### config.mk
export PLATFORM = sky130hd
export DESIGN_NAME = serial_acc_reg_flat
export DESIGN_NICKNAME = d
export VERILOG_FILES = /design/src/rtl/serial_acc_reg_if.sv /design/src/rtl/serial_acc_reg.sv /design/src/flat_wrapper.sv
export SDC_FILE = /design/constraint.sdc
export NUM_CORES = 1
export LEC_CHECK = 0
export ABC_AREA = 1
export BUFFER_PORTS_ARGS = -buffer_cell sky130_fd_sc_hd__buf_2
export CAP_MARGIN = 20
export CORE_ASPECT_RATIO = 1.2
export CORE_MARGIN = 2
export CORE_UTILIZATION = 60
export CTS_BUF_LIST = sky130_fd_sc_hd__clkbuf_4 sky130_fd_sc_hd__clkbuf_8
export CTS_CLUSTER_DIAMETER = 60
export DETAILED_ROUTE_END_ITERATION = 12
export GPL_TIMING_DRIVEN = 0
export PLACE_DENSITY = 0.83
export SLEW_MARGIN = 0
export SYNTH_ARGS = -nofsm -noshare
export SYNTH_HDL_FRONTEND = slang
export SYNTH_SLANG_ARGS = --single-unit
### constraint.sdc
create_clock -name CLOCK -period 4 [get_ports CLOCK]
set_input_delay 0.6 -clock CLOCK [delete_from_list [all_inputs] [get_ports CLOCK]]
set_output_delay 0.6 -clock CLOCK [all_outputs]
set_load 0.02 [all_outputs]
### src/rtl/serial_acc_reg_if.sv
// Bus of the bit-serial accumulator: operation request, serial addend and result/status.
// The bench drives the master side and the accumulator takes the slave side.
interface serial_acc_reg_if #(
    parameter int WORD_BITS = 29
);
    logic                 start;
    logic [1:0]           op;
    logic                 chain;
    logic                 ad_in;
    logic                 word_t1;
    logic                 ser_out;
    logic [WORD_BITS-1:0] acc_q;
    logic                 busy;
    logic                 done;
    logic                 ovf;
    logic                 zero;

    modport master (
        output start, op, chain, ad_in,
        input  word_t1, ser_out, acc_q, busy, done, ovf, zero
    );

    modport slave (
        input  start, op, chain, ad_in,
        output word_t1, ser_out, acc_q, busy, done, ovf, zero
    );
endinterface

### src/rtl/serial_acc_reg.sv
// Bit-serial accumulator register: one result bit per clock, LSB first.
// Each operation occupies one full word time that is aligned to the LSB time.
module serial_acc_reg #(
    parameter int WORD_BITS = 29
) (
    input logic             CLOCK,
    input logic             rst,
    serial_acc_reg_if.slave bus
);
    localparam int CW = $clog2(WORD_BITS);
    localparam logic [CW-1:0] LAST = CW'(WORD_BITS - 1);

    localparam logic [1:0] OP_ADD  = 2'b00;
    localparam logic [1:0] OP_SUB  = 2'b01;
    localparam logic [1:0] OP_LOAD = 2'b10;

    typedef enum logic [1:0] {IDLE, ARMED, ACTIVE} state_t;

    state_t               state;
    state_t               state_next;
    logic                 window;
    logic [CW-1:0]        count;
    logic [WORD_BITS-1:0] acc;
    logic [WORD_BITS-1:0] acc_next;
    logic [1:0]           op_r;
    logic                 chain_r;
    logic                 carry;
    logic                 saved_carry;
    logic                 done_r;
    logic                 ovf_r;
    logic                 zero_r;
    logic                 r_bit;
    logic                 a_bit;
    logic                 first_cin;
    logic                 cin;
    logic                 sum;
    logic                 cout;
    logic                 last_bit;
    logic                 arith;

    assign last_bit = (count == LAST);
    assign arith    = ~op_r[1];

    always_ff @(posedge CLOCK or negedge rst) begin
        if (!rst) state <= IDLE;
        else      state <= state_next;
    end

    // An accepted request waits in ARMED until the next LSB time opens the window.
    always_comb begin
        state_next = state;
        window     = 1'b0;
        case (state)
            IDLE:    if (bus.start) state_next = ARMED;
            ARMED:   if (count == '0) begin
                         window     = 1'b1;
                         state_next = ACTIVE;
                     end
            ACTIVE:  begin
                         window = 1'b1;
                         if (last_bit) state_next = IDLE;
                     end
            default: state_next = IDLE;
        endcase
    end

    always_comb begin
        r_bit     = 1'b0;
        a_bit     = 1'b0;
        first_cin = 1'b0;
        case (op_r)
            OP_ADD:  begin
                         r_bit     = acc[count];
                         a_bit     = bus.ad_in;
                         first_cin = chain_r & saved_carry;
                     end
            OP_SUB:  begin
                         r_bit     = acc[count];
                         a_bit     = ~bus.ad_in;
                         first_cin = chain_r ? saved_carry : 1'b1;
                     end
            OP_LOAD: a_bit = bus.ad_in;
            default: ;
        endcase
        cin             = (count == '0) ? first_cin : carry;
        sum             = r_bit ^ a_bit ^ cin;
        cout            = (r_bit & a_bit) | (r_bit & cin) | (a_bit & cin);
        acc_next        = acc;
        acc_next[count] = sum;
    end

    // Only ADD/SUB update the saved carry, so a LOAD between chained words keeps it.
    always_ff @(posedge CLOCK or negedge rst) begin
        if (!rst) begin
            count       <= '0;
            acc         <= '0;
            op_r        <= OP_ADD;
            chain_r     <= 1'b0;
            carry       <= 1'b0;
            saved_carry <= 1'b0;
            done_r      <= 1'b0;
            ovf_r       <= 1'b0;
            zero_r      <= 1'b1;
        end else begin
            count  <= last_bit ? '0 : count + CW'(1);
            done_r <= (state == ACTIVE) && last_bit;
            if (state == IDLE && bus.start) begin
                op_r    <= bus.op;
                chain_r <= bus.chain;
                ovf_r   <= 1'b0;
            end
            if (window) begin
                acc   <= acc_next;
                carry <= cout;
                if (last_bit) begin
                    zero_r <= (acc_next == '0);
                    ovf_r  <= arith & (cin ^ cout);
                    if (arith) saved_carry <= cout;
                end
            end
        end
    end

    assign bus.word_t1 = (count == '0);
    assign bus.ser_out = acc[count];
    assign bus.acc_q   = acc;
    assign bus.busy    = (state != IDLE);
    assign bus.done    = done_r;
    assign bus.ovf     = ovf_r;
    assign bus.zero    = zero_r;
endmodule

### src/flat_wrapper.sv
// flat-port wrapper written by rule: the top's interface ports become plain ports
module serial_acc_reg_flat 
#(
    parameter int WORD_BITS = 29
)
  (CLOCK, rst, bus_start, bus_op, bus_chain, bus_ad_in, bus_word_t1, bus_ser_out, bus_acc_q, bus_busy, bus_done, bus_ovf, bus_zero);
  serial_acc_reg_if #(.WORD_BITS(WORD_BITS)) bus_i ();
  input logic CLOCK;
  input logic rst;
  input wire logic [$bits(bus_i.start)-1:0] bus_start;
  input wire logic [$bits(bus_i.op)-1:0] bus_op;
  input wire logic [$bits(bus_i.chain)-1:0] bus_chain;
  input wire logic [$bits(bus_i.ad_in)-1:0] bus_ad_in;
  output wire logic [$bits(bus_i.word_t1)-1:0] bus_word_t1;
  output wire logic [$bits(bus_i.ser_out)-1:0] bus_ser_out;
  output wire logic [$bits(bus_i.acc_q)-1:0] bus_acc_q;
  output wire logic [$bits(bus_i.busy)-1:0] bus_busy;
  output wire logic [$bits(bus_i.done)-1:0] bus_done;
  output wire logic [$bits(bus_i.ovf)-1:0] bus_ovf;
  output wire logic [$bits(bus_i.zero)-1:0] bus_zero;
  assign bus_i.start = bus_start;
  assign bus_i.op = bus_op;
  assign bus_i.chain = bus_chain;
  assign bus_i.ad_in = bus_ad_in;
  assign bus_word_t1 = bus_i.word_t1;
  assign bus_ser_out = bus_i.ser_out;
  assign bus_acc_q = bus_i.acc_q;
  assign bus_busy = bus_i.busy;
  assign bus_done = bus_i.done;
  assign bus_ovf = bus_i.ovf;
  assign bus_zero = bus_i.zero;
  serial_acc_reg #(.WORD_BITS(WORD_BITS)) u_core (.CLOCK(CLOCK), .rst(rst), .bus(bus_i));
endmodule
## Word-level counts from Yosys, hierarchy flattened

Cells that the tools add are included.

| storage, ports and cells | value |
|---|---|
| register bits | 44 |
| input port bits | 7 |
| output and inout port bits | 35 |
| word-level logic and storage cells | 66 |

| cells by class | value |
|---|---|
| add/sub/neg operators | 1 |
| magnitude comparators | 2 |
| equality and inequality tests | 8 |
| multiplexer cells | 20 |
| bitwise gates (word level) | 12 |
| reduce and logical (&&, ||, !) cells | 13 |

Operators by type and width:

| kind | count |
|---|---|
| 29-bit bitwise mux | 1 |
| 29-bit logical NOT | 1 |
| 1-bit two-way mux | 9 |
| 5-bit by 6-bit < comparator with 1-bit output, second input constant | 1 |
| 2-bit two-way mux | 3 |
| 1-bit case mux with 2 select lines | 3 |
| 2-bit case mux with 3 select lines | 1 |
| 3-bit AND reduction | 2 |
| 5-bit by 1-bit adder with 5-bit output, second input constant | 1 |
| 1-bit AND | 5 |
| 1-bit binary-select mux with 5-bit select | 1 |
| 1-bit demux with 5-bit select | 1 |
| 5-bit == test, second input constant | 1 |
| 5-bit by 1-bit greater-or-equal comparator with 1-bit output, second input constant | 1 |
| 5-bit logical NOT | 1 |
| 5-bit two-way mux | 1 |
| 2-bit by 1-bit == test with 1-bit output, second input constant | 2 |
| 2-bit == test, second input constant | 2 |
| 2-bit logical NOT | 2 |
| 2-bit != test, second input constant | 2 |
| 2-bit OR reduction | 2 |
| 1-bit logical AND | 3 |
| 1-bit XOR | 3 |
| 2-bit by 1-bit != test with 1-bit output, second input constant | 1 |
| 4 further kinds | 6 |

## Depth between registers and ports, before layout

| depth | value |
|---|---|
| word-level depth | 10 |
| depth in mapped cells | 21 |
| depth with buffers taken out | 18 |

## Least setup slack after synthesis

Ideal clock, no wire load.

| timing | value |
|---|---|
| path kind | flip-flop to flip-flop |
| from | register u_core.count[1] |
| to | register u_core.zero_r (netlist: u_core.bus.zero) |
| library setup time | 0.060 ns |
| arrival | 2.864 ns |
| data required time | 3.940 ns |
| path slack | 1.075 ns |
| cell stages (with the launch flop) | 22 |
| path buffers | 3 |
| cells stage by stage | dfrtp_1 > buf_2 > clkinv_1 > a21oi_1 > o21ai_0 > nand2_1 > nand3_1 > nand2_1 > nor2_1 > nand2_1 > nand2_1 > fa_1 > buf_2 > buf_2 > nand3_1 > nand2_1 > nand2_1 > nor2_1 > nand2_1 > nor2_1 > nand2_1 > nand2_1 |

| between the ends | value |
|---|---|
| longest elaborated chain between the ends | 7 |
| elaborated cells between the ends (all ways) | 18 |

RTL lines:

| what | line | source |
|---|---|---|
| start: declaration | serial_acc_reg.sv:22 | `logic [CW-1:0] count;` |
| start signal: assignment | serial_acc_reg.sv:105 | `count <= last_bit ? '0 : count + CW'(1);` |
| 1-bit binary-select mux with 5-bit select | -- |  |
| 1-bit two-way mux | -- |  |
| via bus_ser_out | flat_wrapper.sv:15 | `output wire logic [$bits(bus_i.ser_out)-1:0] bus_ser_out;` |
| 1-bit two-way mux | -- |  |
| 1-bit XOR (2 in a row) | serial_acc_reg.sv:86 | `sum = r_bit ^ a_bit ^ cin;` |
| 29-bit bitwise mux | serial_acc_reg.sv:89 | `acc_next[count] = sum;` |
| 29-bit logical NOT | serial_acc_reg.sv:116 | `zero_r <= (acc_next == '0);` |
| end signal: assignment | serial_acc_reg.sv:116 |  |
| end: declaration | serial_acc_reg.sv:31 | `logic zero_r;` |

The timed path passes the listed nets, and every way through them passes these cells. The select of a mux whose other input is x is not followed.
A chain may end at the register's enable or synchronous reset.

## Worst setup path in the final report

| timing | value |
|---|---|
| from | register u_core.count[1] |
| to | register u_core.zero_r (netlist: u_core.bus.zero) |

| between the ends | value |
|---|---|
| longest elaborated chain between the ends | 7 |
| elaborated cells between the ends (all ways) | 18 |

RTL lines:

| what | line |
|---|---|
| 1-bit binary-select mux with 5-bit select | serial_acc_reg.sv:73, serial_acc_reg.sv:78 |
| 1-bit two-way mux (not written as such) | serial_acc_reg.sv:73, serial_acc_reg.sv:78 |
| 1-bit two-way mux | -- |
| 1-bit XOR (2 in a row) | serial_acc_reg.sv:86 |
| 29-bit bitwise mux | serial_acc_reg.sv:89 |
| 29-bit logical NOT | serial_acc_reg.sv:116 |

Parallel ways exist; a longest one is shown, timed or not. The select of a mux whose other input is x is not followed.

==> metrics.md <==
| Metric | Value |
|---|---|
| Register area | `1100 sq um` |
| Max VDD drop | `0.326 mV` |
| Startpoint Class | `flip-flop` |
| Worst R2R Path Depth | `21` |
| First-pass GRT wire length | `13100 microns` |
| CTS Root Cell | `clkbuf_8` |
| Grt met1 use | `40.9%` |
| Crit path time final | `3.71 ns` |
| GPL Wtd Cong | `0.922` |
| Worst Setup SP | `u_core.count[1]$_DFF_PN0_` |
| RSZ-0062 raised after global routing | `no` |
| Achievable clock frequency | `0.270 GHz` |
| Layout cells sized above 1 | `19.4%` |
| # setup viols final | `0` |
| Main combinational cell family by area after synthesis | `simple AND/OR/NAND/NOR gates` |
| Static Leak | `1.76 nW` |
| DRT antenna net count | `0` |
| Vias in the first global route | `2771` |
| Largest net degree at the start of global routing | `45` |
| Floorplan row count | `28` |
| Die X | `68.5 microns` |
| Worst-path clk slew | `0.09 ns` |
| Layer with the highest usage | `met2` |
| Post-synthesis xor/xnor area fraction | `0.292%` |
| FF-to-FF Start | `u_core.count[1]$_DFF_PN0_` |
| Seq pwr share | `38.4%` |
| Number of fill cells | `443` |
| Vias per inst | `5.66` |
| Number of inserted diodes | `0` |
| Gr ovfl total | `0` |
| Worst Tran Pin Value | `0.591 ns` |
| Syn Inst Count | `428` |
| HP Class | `input pin to async pin` |
| DP Wirelength | `5920 microns` |
| Vias post-DR | `3054` |
| Psw | `591 uW` |
| Reg2reg setup slack | `0.29 ns` |
| CP Capture Type | `flip-flop` |
| Power Density | `417 nW/um^2` |
| Hold slack | `0.256 ns` |
| Worst EP arrival | `3.95 ns` |
| Worst setup path category | `flip-flop to flip-flop` |
| Critical path data required time | `4.24 ns` |
| Footprint of the multi-input gates | `1560 sq um` |
| Post-Synth Simple-Gate Area | `34.4%` |
| Compound-gate portion of the synthesized area | `13.3%` |
| Top Ports | `42` |
| Clock Path Buffers | `2` |
| Syn Nets | `444` |
| Drt total wl | `8410 microns` |
| Total clock sinks | `44` |
| Slew Limit Headroom | `60.6%` |
| Commonest non-fill, non-tap cell in the layout | `nand2_1` |
| Synth unique cells | `29` |
| Mean Syn Cell Area | `7.01 sq um` |
| Die area | `5580 sq um` |
| Wire per inst | `15.6 microns` |
| Initial Util | `61.6%` |
| Synth-to-layout area growth | `13.9%` |
| IO buf count | `41` |
| Comb pwr share | `40.4%` |
| Post-Synth Adder-Cell Area | `4.01%` |
| H-tree depth | `2` |
| Max_cap viols | `0` |
| Nets@finish | `495` |
| Std-Cell Core Area | `4870 sq um` |
| DR pass1 iterations | `5` |
| Die H | `81.5 microns` |
| Sum of negative setup slack | `0 ns` |
| Drt drc | `0` |
| Starting DRC count in detailed routing | `332` |
| Met3 Use GR | `5.89%` |
| Met2 Use GR | `50.2%` |
| Ys Warns | `0` |
| Initial antenna violation count | `0` |
| Total GRT Usage | `31.4%` |
| Switching share of power | `41.5%` |
| Clk pwr share | `21.2%` |
| CTS buffer count | `5` |
| Status | `complete, no violations` |
| Most frequent cells in the layout | `nand2_1 (141), buf_2 (50), inv_1 (42), dfrtp_1 (42), nand3_1 (40)` |
| Tcrit/Tclk final | `92.7%` |
| Register area share after synthesis | `36.8%` |
| Hold buffer count at cts | `0` |
| Clock Latency Late Sink | `0.30 ns` |
| Internal Dissipation | `833 uW` |
| Post-Synthesis Cell Area | `3000 sq um` |
| CP max FO | `10` |
| Post-synthesis mux area share | `0%` |
| FF+latch count, synth | `44` |
| Setup Skew | `0.0142 ns` |
| Fin. max-slew vios | `0` |
| Hold violation total from the final report | `0` |
| CTS tree | `built` |
worst max-delay path, cell delays in order, from the launching register on:
cell	delay, ns
dfrtp_1	0.38
buf_2	0.30
clkinvlp_4	0.28
a21oi_1	0.19
o21ai_0	0.10
nand2_1	0.06
nand3_1	0.07
nand2_1	0.11
nor2_1	0.05
nand2_1	0.09
nand2_1	0.08
fa_1	0.56
buf_2	0.22
buf_2	0.27
nand3_1	0.11
nand2_1	0.11
nand2_1	0.06
nor2_1	0.11
nand2_1	0.10
nor2_1	0.25
nand2_1	0.08
nand2_1	0.06
path summary, 6_finish.rpt:
check,endpoint
max in group asynchronous,u_core.bus.zero$_DFFE_PN1P_
max,u_core.bus.zero$_DFFE_PN1P_
min reg2reg,u_core.bus.zero$_DFFE_PN1P_
max reg2reg,u_core.bus.zero$_DFFE_PN1P_
min in group CLOCK,u_core.bus.zero$_DFFE_PN1P_
min,u_core.bus.acc_q[4]$_DFFE_PN0P_
synthesized netlist by cell type (all sizes together):
cell type	number	share of area [%]
a21o	1	0.25
a21oi	23	3.8
buf	19	5.0
clkbuf	4	0.50
clkinv	1	0.13
dfrtp	43	36
dfstp	1	0.88
fa	1	0.67
ha	8	3.3
inv	45	5.6
nand2	144	18
nand3	41	7.3
nand4	12	2.5
nor2	29	5.8
nor3	2	0.33
o21ai	52	8.9
o221ai	1	0.29
xnor2	1	0.29
per-stage QoR:
step / utilization (%) / setup WS (ns) / cells / cell area, sq um / total power, mW
5_1_grt: 70.2 / 0.0284 / 540 / 3420 / 1.52
3_5_place_dp: 67.3 / 0.278 / 529 / 3280 / 1.12
6_report: 70.2 / 0.293 / 540 / 3420 / 1.42
3_3_place_gp: 67.3 / 0.339 / 529 / 3280 / 1.11
4_1_cts: 69.2 / 0.229 / 537 / 3370 / 1.41
2_1_floorplan: - / 1.08 / 428 / 3000 / 0.953
routing by layer:
metal	up-vias	routed length (microns)	part of all wire [%]
met1	1411	3440	41
met4	0	131	1.6
li1	1487	-	-
met5	-	0	0
met3	13	691	8.2
met2	143	4140	49
flip-flops by register name (all words and copies together), names as in the netlist:
register / count
u_core.bus.acc_q: 29
u_core.bus.done: 1
u_core.bus.ovf: 1
u_core.bus.zero: 1
u_core.carry: 1
u_core.chain_r: 1
u_core.count: 5
u_core.op_r: 2
u_core.saved_carry: 1
u_core.state: 2
power by group through the flow:
| stage | clock (mW) | sequential [mW] | combinational, mW |
|---|---|---|---|
| after floorplan | 0 | 0.594 | 0.359 |
| after global placement | 0 | 0.553 | 0.552 |
| after detailed placement | 0 | 0.555 | 0.564 |
| after CTS | 0.301 | 0.547 | 0.566 |
| after global routing | 0.315 | 0.554 | 0.648 |
| final | 0.302 | 0.547 | 0.575 |
area by class of cell:
type	count	area share (%)
Buffer	23	4.87
Clock buffer	8	2.67
Inverter	46	5.16
Multi-Input combinational cell	315	45.6
Sequential cell	44	32.3
Tap cell	60	2.20
Timing Repair Buffer	43	7.03
Timing Repair inverter	1	0.146
repair_timing:
action / in CTS / in global routing
hold endpoints to repair: 0 / 0
endpoints found under the setup margin: 0 / 1
setup buffers: 0 / 1
gates resized for setup: 0 / 4
cell families (layout without fill, tap and decap cells):
kind of cell	Yosys count	in the layout
and+or+nand+nor	228	228
AOI/OAI and AO/OA	77	77
buffers and inverters	69	121
DFF	44	44
adders and majority gates	9	9
xor gates and xnor gates	1	1
(Power assumes the default switching activity.)
